`config.mk`:
```
export PLATFORM = sky130hd
export DESIGN_NAME = univ_shift_reg_p_flat
export DESIGN_NICKNAME = d
export VERILOG_FILES = /design/src/rtl/shift_pkg.sv /design/src/rtl/univ_shift_reg_p_if.sv /design/src/rtl/shift_step.sv /design/src/rtl/univ_shift_reg_p.sv /design/src/flat_wrapper.sv
export SDC_FILE = /design/constraint.sdc
export NUM_CORES = 1
export LEC_CHECK = 0
export BUFFER_PORTS_ARGS = -buffer_cell sky130_fd_sc_hd__buf_2
export CAP_MARGIN = 20
export CORE_MARGIN = 4
export CORE_UTILIZATION = 35
export DETAILED_ROUTE_END_ITERATION = 8
export GPL_TIMING_DRIVEN = 0
export HOLD_SLACK_MARGIN = 0.03
export PLACE_DENSITY_LB_ADDON = 0.15
export SKIP_LAST_GASP = 1
export SYNTH_ARGS = -nofsm -noshare
export SYNTH_HDL_FRONTEND = slang
export SYNTH_HIERARCHICAL = 1
export SYNTH_SLANG_ARGS = --single-unit
```
`constraint.sdc`:
```
create_clock -name clk -period 1.6 [get_ports clk]
set_input_delay 0.24 -clock clk [delete_from_list [all_inputs] [get_ports clk]]
set_output_delay 0.24 -clock clk [all_outputs]
set_load 0.02 [all_outputs]
```
`src/rtl/shift_pkg.sv`:
```
// Shared constants for the universal shift register:
// shift mode encodings and burst FSM state encodings.
package shift_pkg;

    localparam logic [2:0] SH_HOLD = 3'd0;
    localparam logic [2:0] SH_SHL  = 3'd1;
    localparam logic [2:0] SH_SHR  = 3'd2;
    localparam logic [2:0] SH_ROL  = 3'd3;
    localparam logic [2:0] SH_ROR  = 3'd4;
    localparam logic [2:0] SH_ASR  = 3'd5;

    localparam logic [0:0] ST_IDLE = 1'b0;
    localparam logic [0:0] ST_RUN  = 1'b1;

endpackage

```
`src/rtl/univ_shift_reg_p_if.sv`:
```
// Control/data bundle of the universal shift register.
// master drives requests, slave is the shifter.
interface univ_shift_reg_p_if #(
    parameter int WIDTH = 8,
    parameter int CNT_W = 4
);
    logic             load;
    logic [WIDTH-1:0] parallel_in;
    logic             start;
    logic [2:0]       mode;
    logic [CNT_W-1:0] count;
    logic             ser_in_l;
    logic             ser_in_r;
    logic [WIDTH-1:0] q;
    logic             ser_out_l;
    logic             ser_out_r;
    logic             busy;
    logic             done;

    modport master (
        output load, parallel_in, start, mode, count,
        output ser_in_l, ser_in_r,
        input  q, ser_out_l, ser_out_r, busy, done
    );

    modport slave (
        input  load, parallel_in, start, mode, count,
        input  ser_in_l, ser_in_r,
        output q, ser_out_l, ser_out_r, busy, done
    );
endinterface

```
`src/rtl/shift_step.sv`:
```
// One single-bit shift step: maps the current register value
// and mode to the next value. Reserved modes hold.
module shift_step
    import shift_pkg::*;
#(
    parameter int WIDTH = 8
) (
    input  logic [WIDTH-1:0] q,
    input  logic [2:0]       mode,
    input  logic             ser_in_l,
    input  logic             ser_in_r,
    output logic [WIDTH-1:0] q_next
);

    // Select the shifted value for the requested mode
    always_comb begin
        q_next = q;
        case (mode)
            SH_SHL:  q_next = {q[WIDTH-2:0], ser_in_r};
            SH_SHR:  q_next = {ser_in_l, q[WIDTH-1:1]};
            SH_ROL:  q_next = {q[WIDTH-2:0], q[WIDTH-1]};
            SH_ROR:  q_next = {q[0], q[WIDTH-1:1]};
            SH_ASR:  q_next = {q[WIDTH-1], q[WIDTH-1:1]};
            default: q_next = q;
        endcase
    end

endmodule

```
`src/rtl/univ_shift_reg_p.sv`:
```
// Universal shift register with counted shift bursts.
// Holds the IDLE/RUN FSM, burst counter and data register.
module univ_shift_reg_p
    import shift_pkg::*;
#(
    parameter int WIDTH = 8,
    parameter int CNT_W = 4
) (
    input logic               clk,
    input logic               rst_n,
    univ_shift_reg_p_if.slave bus
);

    localparam logic [CNT_W-1:0] ONE = CNT_W'(1);

    logic [0:0]       state_q, state_d;
    logic [CNT_W-1:0] rem_q, rem_d;
    logic [2:0]       mode_q, mode_d;
    logic [WIDTH-1:0] q_q, q_d;
    logic             done_q, done_d;
    logic [WIDTH-1:0] q_step;

    shift_step #(
        .WIDTH (WIDTH)
    ) u_step (
        .q        (q_q),
        .mode     (mode_q),
        .ser_in_l (bus.ser_in_l),
        .ser_in_r (bus.ser_in_r),
        .q_next   (q_step)
    );

    // Next-state: load/start acceptance when idle, one shift per RUN edge
    always_comb begin
        state_d = state_q;
        rem_d   = rem_q;
        mode_d  = mode_q;
        q_d     = q_q;
        done_d  = 1'b0;
        case (state_q)
            ST_IDLE: begin
                if (bus.load) begin
                    q_d = bus.parallel_in;
                end else if (bus.start) begin
                    mode_d = bus.mode;
                    rem_d  = bus.count;
                    if (bus.count != '0) begin
                        state_d = ST_RUN;
                    end else begin
                        done_d = 1'b1;
                    end
                end
            end
            ST_RUN: begin
                q_d   = q_step;
                rem_d = rem_q - ONE;
                if (rem_q == ONE) begin
                    state_d = ST_IDLE;
                    done_d  = 1'b1;
                end
            end
            default: state_d = ST_IDLE;
        endcase
    end

    // Register update with asynchronous clear
    always_ff @(posedge clk or negedge rst_n) begin
        if (!rst_n) begin
            state_q <= ST_IDLE;
            rem_q   <= '0;
            mode_q  <= SH_HOLD;
            q_q     <= '0;
            done_q  <= 1'b0;
        end else begin
            state_q <= state_d;
            rem_q   <= rem_d;
            mode_q  <= mode_d;
            q_q     <= q_d;
            done_q  <= done_d;
        end
    end

    assign bus.q         = q_q;
    assign bus.busy      = (state_q == ST_RUN);
    assign bus.done      = done_q;
    assign bus.ser_out_l = q_q[WIDTH-1];
    assign bus.ser_out_r = q_q[0];

endmodule

```
`src/flat_wrapper.sv`:
```
// flat-port wrapper written by rule: the top's interface ports become plain ports
module univ_shift_reg_p_flat import shift_pkg::*;
#(
    parameter int WIDTH = 8,
    parameter int CNT_W = 4
)
  (clk, rst_n, bus_load, bus_parallel_in, bus_start, bus_mode, bus_count, bus_ser_in_l, bus_ser_in_r, bus_q, bus_ser_out_l, bus_ser_out_r, bus_busy, bus_done);
  univ_shift_reg_p_if #(.WIDTH(WIDTH), .CNT_W(CNT_W)) bus_i ();
  input logic clk;
  input logic rst_n;
  input wire logic [$bits(bus_i.load)-1:0] bus_load;
  input wire logic [$bits(bus_i.parallel_in)-1:0] bus_parallel_in;
  input wire logic [$bits(bus_i.start)-1:0] bus_start;
  input wire logic [$bits(bus_i.mode)-1:0] bus_mode;
  input wire logic [$bits(bus_i.count)-1:0] bus_count;
  input wire logic [$bits(bus_i.ser_in_l)-1:0] bus_ser_in_l;
  input wire logic [$bits(bus_i.ser_in_r)-1:0] bus_ser_in_r;
  output wire logic [$bits(bus_i.q)-1:0] bus_q;
  output wire logic [$bits(bus_i.ser_out_l)-1:0] bus_ser_out_l;
  output wire logic [$bits(bus_i.ser_out_r)-1:0] bus_ser_out_r;
  output wire logic [$bits(bus_i.busy)-1:0] bus_busy;
  output wire logic [$bits(bus_i.done)-1:0] bus_done;
  assign bus_i.load = bus_load;
  assign bus_i.parallel_in = bus_parallel_in;
  assign bus_i.start = bus_start;
  assign bus_i.mode = bus_mode;
  assign bus_i.count = bus_count;
  assign bus_i.ser_in_l = bus_ser_in_l;
  assign bus_i.ser_in_r = bus_ser_in_r;
  assign bus_q = bus_i.q;
  assign bus_ser_out_l = bus_i.ser_out_l;
  assign bus_ser_out_r = bus_i.ser_out_r;
  assign bus_busy = bus_i.busy;
  assign bus_done = bus_i.done;
  univ_shift_reg_p #(.WIDTH(WIDTH), .CNT_W(CNT_W)) u_core (.clk(clk), .rst_n(rst_n), .bus(bus_i));
endmodule
```
==> results of run 1 <==
-- sequential cells by signal (all words and copies together), names as in the netlist --
signal	count
u_core/bus.done	1
u_core/bus.q	8
u_core/bus.busy	1
u_core/mode_q	3
u_core/rem_q	4
-- power groups by stage --
stage | Clock, mW | Sequential [mW] | Combinational [mW]
after global routing | 0.269 | 0.984 | 2.18
after global placement | 0 | 0.927 | 1.94
after detailed placement | 0 | 0.937 | 1.97
after floorplan | 0 | 1.02 | 1.40
after CTS | 0.256 | 0.933 | 1.97
final | 0.244 | 0.931 | 1.97
-- cell families after synthesis --
group | synth area share, %
compound gates | 16.70
xor+xnor | 1.409
fa+ha+maj | 2.012
buf+inv | 10.66
flops | 34.21
mux | 18.21
simple gates | 16.80
-- worst reg2reg max path, delay by kind of cell, from the launching register on --
kind / cells / cell delay (ps)
compound gates: 3 / 380
buf+inv: 1 / 210
flops: 1 / 440
simple gates: 2 / 330
-- final timing paths --
kind	slack [ps]	depth (start not counted)	start	endpoint
setup / recovery	110	6	u_core/mode_q[0]	u_core/bus.q[6]
hold / removal	160	2	bus_mode[2]	u_core/mode_q[2]
setup reg to reg	110	6	u_core/mode_q[0]	u_core/bus.q[6]
hold reg to reg	550	1	u_core/mode_q[1]	u_core/mode_q[1]
max in group asynchronous	930	2	rst_n	u_core/mode_q[0]
min in group asynchronous	390	2	rst_n	u_core/bus.q[2]
-- final cells by class --
type	instances	area [um^2]	area share (%)
timing repair buffer	32	165.2	11.03
sequential	17	425.4	28.40
multi-input combinational	92	690.7	46.12
buffer	12	110.1	7.352
clock buffer	4	26.28	1.754
inverter	6	22.52	1.504
tap	46	57.56	3.843
-- timing repair --
item	in CTS	in global routing
buffers inserted	0	0
hold endpoints to repair	17	0
endpoints found under the setup margin	0	1
hold buffers	1	0
gates resized for setup	0	1
-- cell usage in the layout, fill, tap and decap left out, drive strengths merged, types with 2 or more instances in the layout --
| master | count |
|---|---|
| buf | 41 |
| mux2i | 17 |
| dfrtp | 17 |
| o21ai | 15 |
| nand2 | 10 |
| nor3 | 10 |
| nor2 | 7 |
| inv | 6 |
| nor2b | 6 |
| o221a | 6 |
| clkbuf | 5 |
| mux2 | 4 |
| xnor2 | 2 |
| ha | 2 |
| nand2b | 2 |
| a21oi | 2 |
-- metrics by stage --
stage	hold slack [ps]	cells	setup slack (ps)	power (mW)
2_1_floorplan	-55.59	127	221.2	2.424
3_3_place_gp	199.6	204	143.5	2.866
3_5_place_dp	200.0	204	129.1	2.903
4_1_cts	151.9	209	109.2	3.162
5_1_grt	144.2	209	18.22	3.436
6_report	160.5	209	114.1	3.150
-- metal layers --
metal / GRT usage (%) / vias up / part of all wire, % / wire [um]
met3: 3.494 / 2 / 5.0 / 145
met1: 17.60 / 502 / 46 / 1348
li1: - / 532 / - / -
met2: 23.09 / 26 / 49 / 1422
met5: 0 / - / 0 / 0
met4: 3.038 / 0 / 0.41 / 12
==> results.json, run 1 <==
{
  "synth_area_leader_cell": "dfrtp_1",
  "drv_slew": 0,
  "slowest_delay_ps": 440,
  "insertedDiodeCount": 0,
  "dpl_cell_area_um2": 1456,
  "wl_per_cell_um": 14.01,
  "synthFlopType": "dfrtp_1",
  "hpwl_mm": 2.133,
  "syn_area_um2": 1244,
  "p_switching_mw": 1.458,
  "ys_seq_area_share_pct": 34.21,
  "pwr-share-seq_pct": 29.6,
  "cp.required_ps": 1770,
  "clk_pin_slew_ps": 100,
  "finalNetCount": 187,
  "yosysWarnings": 6,
  "grt_overflow": 0,
  "yosysUniqueCellTypes": 34,
  "port_buffers": 31,
  "cp.arrival_ps": 1660,
  "post_synth_most_frequent_cells": "dfrtp_1, mux2i_1, nand2_1, nor3_1, o21ai_0",
  "drtIter0Drc": 47,
  "vias": 1062,
  "combPwrFrac_pct": 62.7,
  "p_per_area_nw_per_um2": 2103,
  "ios": 33,
  "crit_buf_inv": 1,
  "htreeDepth": 1,
  "vdd_drop_max_mv": 0.9080,
  "finalSetupViolCount": 0,
  "dieArea_um2": 4571,
  "initial_core_util_pct": 36.69,
  "viasPerCell": 5.081,
  "crit_chain": "buf_2, nor3_1, a21oi_1, o221a_1, nand2_1, o21ai_0",
  "drc": 0,
  "grt_start_max_net_pins": 18,
  "critPathCaptureType": "flip-flop",
  "cts_buffer_depth": 2,
  "slew_headroom_pct": 67.92,
  "internal-power_mw": 1.693,
  "drtAntennaViolNets": 0,
  "power_frac_clock_pct": 7.8,
  "core_area_um2": 3390,
  "dieWidth_um": 67.61,
  "sw_frac_of_total_pct": 46.27,
  "synth_top_area_share_pct": 34.21,
  "crit_path_max_fanout": 10,
  "routed_wirelength_mm": 2.928,
  "tritoncts": "done",
  "area_growth_pct": 20.42,
  "fin_skew_ps": 0.4869,
  "antenna_found_initial": 0,
  "crit_family": "flip-flops",
  "synth-seq-cells": 17,
  "worst_pin_slew_ps": 476.8,
  "track_usage_pct": 13.74,
  "hold_violations": 0,
  "drive_above_1_share_pct": 31.90,
  "hold_path_class": "in2reg",
  "worstSetupPathType": "reg2reg",
  "numCtsBuffers": 3,
  "status": "completed",
  "finalWeightedCongestion": 0.8237,
  "maxCapViolCount": 0,
  "first_pass_iters": 4,
  "cp_slowest_cell": "dfrtp_1",
  "cts-root-buf": "clkbuf_4",
  "setup_tns_ps": 0,
  "syn-num-nets": 150,
  "rsz0062_at_grt": "false",
  "fin_util_pct": 44.19,
  "cts_num_sinks": 17,
  "synthArstFlopShare_pct": 100.0,
  "crit_path_start_kind": "flip-flop",
  "fin_crit_sh_pct": 92.87,
  "fin_crit_ps": 1486,
  "clock_latency_ps": 300,
  "num_rows": 21,
  "postLayoutCellArea_um2": 1498,
  "leakagePower_nw": 0.7367,
  "die_y_um": 67.61,
  "syn_avg_cell_area_um2": 9.793,
  "synthTopCellsByArea": "dfrtp_1, mux2i_1, o221a_1, nor3_1, o21ai_0",
  "grt_first_pass_wirelength_mm": 4.816,
  "synthCells": 127,
  "fillers": 328,
  "grt_pass1_vias": 1025,
  "fmax_mhz": 673.0,
  "synth_edf_count": 0
}
Note: power is estimated with default switching activity, not from simulation.
==> run 2, diff against run 1 <==
--- a/config.mk
+++ b/config.mk
@@ -13,6 +13,7 @@
 export GPL_TIMING_DRIVEN = 0
 export HOLD_SLACK_MARGIN = 0.03
 export PLACE_DENSITY_LB_ADDON = 0.15
+export REMOVE_ABC_BUFFERS = 1
 export SKIP_LAST_GASP = 1
 export SYNTH_ARGS = -nofsm -noshare
 export SYNTH_HDL_FRONTEND = slang
==> run 2 against run 1 <==
Design area is 4.9% lower. Critical endpoint is now u_core/bus.q[0]. Clock skew is 13 ps higher. Sequential power is 25% higher. Highest routed layer unchanged. Die area stayed put. Non-clock buffer count is 7 lower. Global-route usage is 0.40 points lower. Final cell count is 3.3% lower. Largest power group unchanged. Core utilization is 2.2 points lower. Wire length is 7.0% lower. Via count is 2.4% lower.
==> results.json, run 2 (synthesis results as in run 1) <==
{
  "vdd_drop_max_mv": 0.8088,
  "slew_headroom_pct": 66.44,
  "hold_path_class": "in2reg",
  "dieWidth_um": 67.61,
  "cp.required_ps": 1760,
  "ios": 33,
  "hold_violations": 0,
  "r2r_start": "u_core/mode_q[1]",
  "crit_path_start_kind": "flip-flop",
  "core_area_um2": 3390,
  "cts-root-buf": "clkbuf_4",
  "numCtsBuffers": 3,
  "drive_above_1_share_pct": 32.69,
  "worstSetupPathType": "reg2reg",
  "vias": 1036,
  "grt_overflow": 0,
  "fin_crit_ps": 1505,
  "antenna_found_initial": 0,
  "grt_pass1_vias": 988,
  "port_buffers": 32,
  "leakagePower_nw": 0.6929,
  "die_y_um": 67.61,
  "drc": 0,
  "grt_first_pass_wirelength_mm": 4.616,
  "dieArea_um2": 4571,
  "p_per_area_nw_per_um2": 2114,
  "status": "completed",
  "clk_pin_slew_ps": 100,
  "fin_crit_sh_pct": 94.04,
  "mostFrequentLayoutCell": "buf_2",
  "insertedDiodeCount": 0,
  "clock_latency_ps": 300,
  "wl_per_cell_um": 13.48,
  "tritoncts": "done",
  "power.total_mw": 3.010,
  "final_cells": 202,
  "rsz0062_at_grt": "false",
  "cts_num_sinks": 17,
  "fmax_mhz": 664.6,
  "num_rows": 21,
  "area_growth_pct": 14.49,
  "drv_slew": 0,
  "maxCapViolCount": 0,
  "finalNetCount": 180,
  "dp_cells": 193,
  "holdWs_ps": 171.8,
  "finalSetupViolCount": 0,
  "grt_start_max_net_pins": 26,
  "startpoint": "u_core/mode_q[1]",
  "track_usage_pct": 13.34,
  "drtIter0Drc": 30,
  "routed_wirelength_mm": 2.723,
  "cp.arrival_ps": 1670,
  "htreeDepth": 1,
  "drtAntennaViolNets": 0,
  "rrSetupSlack_ps": 100,
  "hpwl_mm": 1.973,
  "critPathCaptureType": "flip-flop",
  "first_pass_iters": 4,
  "cts_buffer_depth": 2,
  "fin_skew_ps": 13.99,
  "min-delay-start": "bus_mode[0]",
  "reg2reg_depth": 5,
  "finalWeightedCongestion": 0.8043,
  "mostFrequentLayoutCells": "buf_2, mux2i_1, dfrtp_1",
  "worst_pin_slew_ps": 503.5,
  "whs_path_depth": 2,
  "crit_path_max_fanout": 18,
  "largest_register_ffs": 8,
  "viasPerCell": 5.129,
  "initial_core_util_pct": 36.69
}
-- run 2: final timing paths --
path,endpoint
max in group asynchronous,u_core/mode_q[1]
max reg2reg,u_core/bus.q[0]
min in group asynchronous,u_core/bus.q[4]
min reg2reg,u_core/rem_q[0]
min,u_core/mode_q[0]
max,u_core/bus.q[0]
-- run 2: metrics by stage --
stage	setup slack, ps	setup TNS [ps]	util, %	area [um^2]
floorplan	117.5	0	-	1134
finish	95.40	0	42.01	1424
global route	0.7290	0	42.01	1424
detailed placement	-51.99	-90.29	39.87	1351
global placement	-24.88	-24.88	39.87	1351
CTS	61.04	0	41.12	1394
-- run 2: layout make-up --
cell class | instances | area (um^2)
Timing Repair Buffer | 37 | 200.2
Clock buffer | 3 | 22.52
Multi-Input combinational cell | 92 | 685.7
Inverter | 6 | 22.52
Tap cell | 46 | 57.56
Fill cell | 357 | 1966
Clock inverter | 1 | 5.005
Sequential cell | 17 | 430.4
-- run 2: layer usage --
layer,up-vias,track usage [%],part of all wire [%],wire length [um]
li1,513,-,-,-
met1,493,17.12,48,1304
met2,26,21.87,46,1251
met3,4,2.496,4.9,133
met4,0,5.316,1.2,34
met5,-,0,0,0
-- run 2: power by group --
part	leakage, nW	internal, mW	switching, mW	total, mW
Combinational	0.477	0.840	0.769	1.61
Clock	0.0177	0.0931	0.148	0.241
Sequential	0.199	0.662	0.498	1.16
Total	0.693	1.60	1.41	3.01
-- run 2: critical path, cell delays in order (launching register included) --
cell      delay [ps]
dfrtp_2          530
or4_1            550
o311ai_1         100
a21oi_2           50
nand2_1           70
o21ai_0           80
-- run 2: repair_timing --
item | CTS | global route
buffers inserted | 0 | 4
setup endpoints to repair | 9 | 2
hold buffers | 1 | 0
endpoints found under the hold margin | 17 | 0
gates resized for setup | 4 | 0
